==> src/rtl/dallanma_pkg.sv <==
// Shared types for the execute-stage branch resolver: FSM states, prediction record, PC step.
// Optional counters are enabled by the DALLANMA_SAYAC_EN macro in dallanma_cozumleyici.
package dallanma_pkg;

  localparam int unsigned PS_W     = 32;
  localparam logic [PS_W-1:0] PS_ADIM = 32'd4;

  typedef enum logic {
    CALIS   = 1'b0,
    TEMIZLE = 1'b1
  } durum_e;

  // 65-bit fetch-time prediction record
  typedef struct packed {
    logic [PS_W-1:0] ps;
    logic            atladi;
    logic [PS_W-1:0] hedef;
  } tahmin_t;

  localparam int unsigned TAHMIN_W = $bits(tahmin_t);

  function automatic logic [PS_W-1:0] sonraki_ps(input logic [PS_W-1:0] ps);
    return ps + PS_ADIM;
  endfunction

endpackage

==> src/rtl/tahmin_kuyrugu.sv <==
// In-order prediction FIFO with push, pop and single-cycle clear (clear wins over push/pop).
module tahmin_kuyrugu
  import dallanma_pkg::*;
#(
  parameter int unsigned DERINLIK = 4
) (
  input  logic    clk_i,
  input  logic    rst_i,
  input  logic    itme,
  input  logic    cekme,
  input  logic    temizle,
  input  tahmin_t yazilan,
  output tahmin_t bas,
  output logic    bos,
  output logic    dolu
);

  localparam int unsigned PTR_W   = $clog2(DERINLIK);
  localparam int unsigned SAYAC_W = PTR_W + 1;

  tahmin_t            bellek [DERINLIK];
  logic [PTR_W-1:0]   yaz_ptr;
  logic [PTR_W-1:0]   oku_ptr;
  logic [SAYAC_W-1:0] sayac;
  logic               itme_ok;
  logic               cekme_ok;

  assign bos      = (sayac == '0);
  assign dolu     = (sayac == SAYAC_W'(DERINLIK));
  assign itme_ok  = itme && !dolu;
  assign cekme_ok = cekme && !bos;
  assign bas      = bellek[oku_ptr];

  always_ff @(posedge clk_i) begin
    if (itme_ok) begin
      bellek[yaz_ptr] <= yazilan;
    end
  end

  // Pointers wrap naturally because DERINLIK is a power of two
  always_ff @(posedge clk_i) begin
    if (rst_i || temizle) begin
      yaz_ptr <= '0;
      oku_ptr <= '0;
      sayac   <= '0;
    end else begin
      if (itme_ok) begin
        yaz_ptr <= yaz_ptr + PTR_W'(1);
      end
      if (cekme_ok) begin
        oku_ptr <= oku_ptr + PTR_W'(1);
      end
      case ({itme_ok, cekme_ok})
        2'b10:   sayac <= sayac + SAYAC_W'(1);
        2'b01:   sayac <= sayac - SAYAC_W'(1);
        default: sayac <= sayac;
      endcase
    end
  end

endmodule

==> src/rtl/dallanma_cozumleyici.sv <==
// Execute-stage branch resolver: checks queued predictions, trains the predictor, flushes on mispredict.
// Define DALLANMA_SAYAC_EN to build the saturating resolution/mispredict counters.
module dallanma_cozumleyici
  import dallanma_pkg::*;
#(
  parameter int unsigned DERINLIK = 4
) (
  input  logic        clk_i,
  input  logic        rst_i,
  input  logic        tahmin_gecerli_i,
  input  logic [31:0] tahmin_ps_i,
  input  logic        tahmin_atladi_i,
  input  logic [31:0] tahmin_hedef_i,
  output logic        tahmin_hazir_o,
  input  logic        cozum_gecerli_i,
  input  logic        cozum_atladi_i,
  input  logic [31:0] cozum_hedef_i,
  output logic        yurut_ps_gecerli_o,
  output logic [31:0] yurut_ps_o,
  output logic        yurut_atladi_o,
  output logic        yanlis_tahmin_o,
  output logic        temizle_o,
  output logic [31:0] yonlendir_ps_o,
  output logic        hata_o,
  output logic [31:0] sayac_cozulen_o,
  output logic [31:0] sayac_yanlis_o
);

  durum_e      durum;
  tahmin_t     bas;
  tahmin_t     yazilan;
  logic        bos;
  logic        dolu;
  logic        itme_c;
  logic        cozum_c;
  logic        yanlis_c;
  logic [31:0] dogru_ps_c;

  assign yazilan = '{ps: tahmin_ps_i, atladi: tahmin_atladi_i, hedef: tahmin_hedef_i};

  assign tahmin_hazir_o = !dolu && (durum == CALIS);
  assign itme_c         = tahmin_gecerli_i && tahmin_hazir_o;
  assign cozum_c        = (durum == CALIS) && cozum_gecerli_i && !bos;

  // Direction mismatch, or both taken but to different targets
  assign yanlis_c   = (bas.atladi != cozum_atladi_i) ||
                      (bas.atladi && cozum_atladi_i && (bas.hedef != cozum_hedef_i));
  assign dogru_ps_c = cozum_atladi_i ? cozum_hedef_i : sonraki_ps(bas.ps);

  tahmin_kuyrugu #(
    .DERINLIK (DERINLIK)
  ) u_kuyruk (
    .clk_i   (clk_i),
    .rst_i   (rst_i),
    .itme    (itme_c),
    .cekme   (cozum_c && !yanlis_c),
    .temizle (cozum_c && yanlis_c),
    .yazilan (yazilan),
    .bas     (bas),
    .bos     (bos),
    .dolu    (dolu)
  );

  always_ff @(posedge clk_i) begin
    if (rst_i) begin
      durum              <= CALIS;
      yurut_ps_gecerli_o <= 1'b0;
      yurut_ps_o         <= '0;
      yurut_atladi_o     <= 1'b0;
      yanlis_tahmin_o    <= 1'b0;
      temizle_o          <= 1'b0;
      yonlendir_ps_o     <= '0;
      hata_o             <= 1'b0;
    end else begin
      yurut_ps_gecerli_o <= 1'b0;
      yanlis_tahmin_o    <= 1'b0;
      temizle_o          <= 1'b0;
      case (durum)
        CALIS: begin
          if (cozum_gecerli_i && bos) begin
            hata_o <= 1'b1;
          end
          if (cozum_c) begin
            yurut_ps_gecerli_o <= 1'b1;
            yurut_ps_o         <= bas.ps;
            yurut_atladi_o     <= cozum_atladi_i;
            yanlis_tahmin_o    <= yanlis_c;
            if (yanlis_c) begin
              temizle_o      <= 1'b1;
              yonlendir_ps_o <= dogru_ps_c;
              durum          <= TEMIZLE;
            end
          end
        end
        // Single flush cycle; resolutions arriving now belong to squashed work
        TEMIZLE: durum <= CALIS;
        default: durum <= CALIS;
      endcase
    end
  end

`ifdef DALLANMA_SAYAC_EN
  always_ff @(posedge clk_i) begin
    if (rst_i) begin
      sayac_cozulen_o <= '0;
      sayac_yanlis_o  <= '0;
    end else begin
      if (cozum_c && (sayac_cozulen_o != 32'hFFFF_FFFF)) begin
        sayac_cozulen_o <= sayac_cozulen_o + 32'd1;
      end
      if (cozum_c && yanlis_c && (sayac_yanlis_o != 32'hFFFF_FFFF)) begin
        sayac_yanlis_o <= sayac_yanlis_o + 32'd1;
      end
    end
  end
`else
  assign sayac_cozulen_o = '0;
  assign sayac_yanlis_o  = '0;
`endif

endmodule
==> config.mk <==
export PLATFORM = sky130hd
export DESIGN_NAME = dallanma_cozumleyici
export DESIGN_NICKNAME = d
export VERILOG_FILES = /design/src/rtl/dallanma_pkg.sv /design/src/rtl/tahmin_kuyrugu.sv /design/src/rtl/dallanma_cozumleyici.sv
export SDC_FILE = /design/constraint.sdc
export NUM_CORES = 1
export LEC_CHECK = 0
export CAP_MARGIN = 20
export CORE_ASPECT_RATIO = 2
export CORE_UTILIZATION = 50
export DETAILED_ROUTE_END_ITERATION = 10
export GPL_TIMING_DRIVEN = 0
export PLACE_DENSITY = 0.76
export REMOVE_ABC_BUFFERS = 1
export SYNTH_ARGS = -nofsm -noshare
export SYNTH_HDL_FRONTEND = slang
export SYNTH_SLANG_ARGS = --single-unit
==> constraint.sdc <==
create_clock -name clk_i -period 8.4 [get_ports clk_i]
set_input_delay 1.68 -clock clk_i [delete_from_list [all_inputs] [get_ports clk_i]]
set_output_delay 1.68 -clock clk_i [all_outputs]
set_load 0.005 [all_outputs]
---- Word-level counts from Yosys, hierarchy flattened ----
Memory sizes are Yosys's and may differ from the RTL's. A register that Yosys moved wholly into a read port is not among the register bits.
Index checks and enable logic that the tools add are counted.
word-level totals
  bits in writable memories ............... 260
  output and inout port bits .............. 134
  logic and storage cells ................. 57
  flip-flop bits (word level) ............. 77
  memories ................................ 1
memory list
  memory           depth  width  rd ports  clocked after memory_dff  write ports  line                  text
  u_kuyruk.bellek  4      65     1         1                         1            tahmin_kuyrugu.sv:21  tahmin_t bellek [DERINLIK];
cells by class
  eq/ne operators ......................... 5
  add/subtract/negate cells ............... 5
  reduce and logical (&&, ||, !) cells .... 23
  muxes and demuxes ....................... 10
  bitwise logic cells ..................... 2
operators by type and width
  operator                                             number
  adder 32 x 3 -> 32 bit, second input constant        1
  two-way mux 32 bit                                   1
  != test 32 bit                                       1
  logical AND 1 bit                                    11
  one-hot mux 3 bit (2 select lines)                   1
  two-way mux 1 bit                                    5
  adder 2 x 1 -> 2 bit, second input constant          2
  two-way mux 2 bit                                    2
  AND reduction 2 bit                                  2
  adder 3 x 1 -> 3 bit, second input constant          1
  equality test 3 bit, second input constant           1
  zero test 1 bit                                      3
  zero test 3 bit                                      1
  AND reduction 3 bit                                  1
  OR reduction 3 bit                                   1
  subtractor 3 x 1 -> 3 bit, second input constant     1
  equality test 2 x 1 -> 1 bit, second input constant  1
  equality test 2 bit, second input constant           1
  logical OR 1 bit                                     2
  NOT 1 bit                                            2
  one-hot mux 1 bit (2 select lines)                   1
  nonzero test 2 bit                                   1
  OR reduction 2 bit                                   1
  != test 1 bit                                        1

---- Logic depth before layout (Yosys ltp) ----
  depth in word-level cells ............... 8
  mapped depth ............................ 15

---- Cells and area by module ----
A second synthesis with hierarchy kept.
unflattened totals
  cell total of the unflattened synthesis .. 969
  area, all modules ....................... 14178.6 um^2
modules (own cells, without submodules)
  module                seq. area each (um^2)  cells an instance  instances  area an instance (um^2)
  tahmin_kuyrugu        7987.7                 395                1          9851.9
  dallanma_cozumleyici  1381.3                 574                1          4326.6

---- Worst setup path after synthesis ----
No wires, ideal clock.
  kind .................................... input to register
  start point ............................. input tahmin_gecerli_i
  end point ............................... memory u_kuyruk.bellek[0][0] (netlist bit) (enable)
  library setup time ...................... 0.430 ns
  path slack .............................. 4.723 ns
  stages on the path ...................... 1
  data arrival time ....................... 3.247 ns
  path through ............................ and3_1
on the way
  cells in the longest elaborated chain, start to end .. 4
ends and longest elaborated chain
  element                                  line                        text
  start: declaration                       dallanma_cozumleyici.sv:10  input logic tahmin_gecerli_i,
  logical AND 1 bit                        dallanma_cozumleyici.sv:42  assign itme_c = tahmin_gecerli_i && tahmin_hazir_o;
  logical AND 1 bit                        tahmin_kuyrugu.sv:30        assign itme_ok = itme && !dolu;
  two-way mux 1 bit                        tahmin_kuyrugu.sv:35        if (itme_ok) begin
  two-way mux 1 bit (implied by the code)  tahmin_kuyrugu.sv:36        bellek[yaz_ptr] <= yazilan;
  end: declaration                         tahmin_kuyrugu.sv:21
Every way passes these cells.

==> results_dict.tcl <==
set metrics [dict create \
    drive_above_1_share_pct 14.1 \
    yosys.area.top_type_share_pct 55.3 \
    slew-limit-headroom_pct 46.2 \
    cts_hold_bufs 0 \
    setup_viol 0 \
    syn-instance-count 891 \
    critPathRequiredTime_ns 8.82 \
    globalRouteMet3Util_pct 2.50 \
    register_area_um2 9380 \
    cts_root_buf "sky130_fd_sc_hd__clkbuf_16" \
    ys_ff_latch 338 \
    grt_antenna_before_repair 5 \
    numClockSinks 338 \
    area_delta_synth_final_pct 21.1 \
    dr_iter_0_viols 472 \
    cts-buffers-inserted 28 \
    worstPathArrival_ns 5.07 \
    final_cell_area_um2 17100 \
    maxClockFrequency_mhz 215 \
    grt_ovf 0 \
    post_synth_main_area_contributors "sky130_fd_sc_hd__edfxtp_1 55%, sky130_fd_sc_hd__dfxtp_1 11%, sky130_fd_sc_hd__mux4_2 9.7%, sky130_fd_sc_hd__buf_4 3.6%, sky130_fd_sc_hd__xnor2_1 3.3%" \
    first_pass_grt_wire_length_mm 47.7 \
    tritoncts "yes" \
    detail_placement_hpwl_mm 21.5 \
    dpl-instance-area_um2 16100 \
    synth_edf_count 260 \
    setup.worst_path.start_class "flop" \
    mostFrequentLayoutCells "260 x sky130_fd_sc_hd__edfxtp_1, 169 x sky130_fd_sc_hd__clkdlybuf4s50_1, 76 x sky130_fd_sc_hd__nand2_1, 76 x sky130_fd_sc_hd__dfxtp_1, 64 x sky130_fd_sc_hd__conb_1" \
    final.hold.worst_slack_ns 0.456 \
    layout_commonest_cell "sky130_fd_sc_hd__edfxtp_1" \
    holdCritPathClass "flop to flop" \
    grt_usage_pct 22.7 \
    rsz_0062_raised_after_global_routing "false" \
    initial_core_util_pct 51.1 \
    groute.layer.met1.usage_pct 25.3 \
    synth_top_flop_cell "sky130_fd_sc_hd__edfxtp_1" \
    final_nets 1170 \
    fillers 2025 \
    final_antenna_net_count 0 \
    postCtsResizedCells 0 \
    tightestPinTransition_ns 0.801 \
    drtPass1Iterations 5 \
    ir_worst_vdd_mv 0.192 \
    static-leakage-power_nw 5.64 \
    detailroute.via_count 7948 \
    post_synthesis_average_cell_area_um2 15.8 \
    gpl.final_weighted_congestion 0.736 \
    fp.coreArea_um2 27700 \
    die-area_um2 29000 \
    timing.clock.skew_ns 0.0222 \
    seq_area_frac_synth_pct 66.3 \
    yosysUniqueCellTypes 38 \
    vias_in_the_first_global_route 7985 \
    clock_pin_slew_on_the_worst_setup_and_hold_paths_ns 0.07 \
    post_synth_instance_area_um2 14100 \
    grt-busiest-layer "met2" \
    ys.warnings.count 0 \
    wl_mm 32.0 \
    setup-tns-final_ns 0 \
    p_per_area_nw_per_um2 273 \
    rows 86 \
    grt_start_max_net_pins 46 \
    final_max_slew_viol_count 0 \
    postCtsSetupRepairBufs 0 \
    layout_min_cycle_time_ns 4.65 \
    cap_violations 0 \
    portBuffers 171 \
    cts_buffer_depth 3 \
    multi_input_area_um2 4100 \
    hold_viol_final 0 \
    setup.worst_path.end_class "flop" \
    drc 0 \
    final.period_utilization_pct 55.3 \
    wl_per_cell_um 22.3 \
    cts-htree-levels 1 \
    critical_path_start_end_classification "flop to flop" \
    route.detailed.vias_per_inst 5.52 \
    crit_fanout 36 \
    async_reset_ff_share_pct 0 \
    run_status "completed" \
    die_width_um 121 \
    clkLatencyLatePin_ns 0.56 \
    post-synth-top-area-cell "sky130_fd_sc_hd__edfxtp_1" \
    pin_count 236 \
    die_height_um 240 \
    global_route.usage.met2_pct 41.4 \
]
## per-stage QoR
step / total power [mW] / util, % / worst slack [ns] / cells
2_1_floorplan: 2.79 / - / 2.98 / 845
3_3_place_gp: 3.25 / 56.9 / 0.252 / 1368
3_5_place_dp: 3.32 / 58.2 / 3.34 / 1381
4_1_cts: 4.71 / 61.7 / 3.66 / 1433
5_1_grt: 4.85 / 61.8 / 3.44 / 1438
6_report: 4.67 / 61.8 / 3.75 / 1439
## final timing paths
path | startpoint | end | slack, ns | cells past startpoint
worst max-delay path | flop | u_kuyruk.sayac[2] | 3.75 | 14
worst min-delay path | yurut_ps_o[23] | yurut_ps_o[23] | 0.46 | 2
worst max register to register | flop | u_kuyruk.sayac[2] | 3.75 | 14
worst min register to register | yurut_ps_o[23] | yurut_ps_o[23] | 0.46 | 2
## sequential cells by signal, summed over array words and instances, names as in the netlist, named ones only
signal,cells
u_kuyruk.bellek,260
yonlendir_ps_o,32
yurut_ps_o,32
u_kuyruk.sayac,3
u_kuyruk.oku_ptr,2
u_kuyruk.yaz_ptr,2
hata_o,1
temizle_o,1
yanlis_tahmin_o,1
yurut_atladi_o,1
yurut_ps_gecerli_o,1
## where the power goes
group          switching, mW  total, mW  leakage [nW]  internal (mW)
registers              0.100       2.16          3.02           2.06
clock network          0.584       1.40         0.487          0.812
logic                  0.591       1.12          2.13          0.525
## worst max-delay path, stage by stage, from the launching register on
cell and delay [ns]:
sky130_fd_sc_hd__dfxtp_4 0.78, sky130_fd_sc_hd__buf_16 0.34, sky130_fd_sc_hd__mux4_2 0.55, sky130_fd_sc_hd__xnor2_1 0.19, sky130_fd_sc_hd__nand4_1 0.25, sky130_fd_sc_hd__nor4_1 0.64
sky130_fd_sc_hd__a21boi_1 0.29, sky130_fd_sc_hd__nor3_1 0.31, sky130_fd_sc_hd__ha_1 0.24, sky130_fd_sc_hd__inv_1 0.06, sky130_fd_sc_hd__fa_1 0.37, sky130_fd_sc_hd__xor2_1 0.15
sky130_fd_sc_hd__nor2_1 0.11, sky130_fd_sc_hd__xnor2_1 0.12, sky130_fd_sc_hd__nor3_1 0.06
## final cells by class
class	count	area share (%)
Clock buffer	37	4.60
Timing Repair Buffer	185	11.8
Sequential cell	338	54.8
Tap cell	352	2.58
Clock inverter	15	1.18
Inverter	43	0.944
Antenna cell	5	0.0732
Multi-Input combinational cell	464	24.0
## cell families (layout without fill, tap and decap cells)
family / after synthesis / in the layout / synth area share, %
buffers and inverters: 152 / 280 / 6.57
AND/OR/NAND/NOR: 156 / 156 / 5.17
AO/OA/AOI/OAI: 81 / 81 / 4.86
multiplexers: 90 / 90 / 12.2
adder cells (fa/ha/maj): 8 / 8 / 0.762
XOR/XNOR: 65 / 65 / 4.03
flip-flops: 338 / 338 / 66.3
other: 1 / 69 / 0.0266
## synthesized netlist by cell type, types with 10 or more instances
| cell type | instances |
|---|---|
| sky130_fd_sc_hd__inv_1 | 43 |
| sky130_fd_sc_hd__buf_4 | 67 |
| sky130_fd_sc_hd__o32ai_1 | 12 |
| sky130_fd_sc_hd__nor3_1 | 10 |
| sky130_fd_sc_hd__a21oi_1 | 45 |
| sky130_fd_sc_hd__o32ai_2 | 20 |
| sky130_fd_sc_hd__xnor2_1 | 53 |
| sky130_fd_sc_hd__mux2i_1 | 25 |
| sky130_fd_sc_hd__dfxtp_1 | 78 |
| sky130_fd_sc_hd__nand2_1 | 76 |
| sky130_fd_sc_hd__nor2_1 | 17 |
| sky130_fd_sc_hd__and3_1 | 10 |
| sky130_fd_sc_hd__edfxtp_1 | 260 |
| sky130_fd_sc_hd__mux4_2 | 61 |
| sky130_fd_sc_hd__nand4_1 | 18 |
| sky130_fd_sc_hd__clkbuf_1 | 13 |
| sky130_fd_sc_hd__buf_2 | 16 |
| sky130_fd_sc_hd__xor2_1 | 12 |
| sky130_fd_sc_hd__nand3_1 | 10 |
## routing by layer
layer / part of all wire (%) / up-vias
met4: 5.3 / 0
met2: 55 / 350
met5: 0 / -
li1: - / 3560
met1: 35 / 3957
met3: 5.1 / 81
Power figures use the tool's default switching activity.
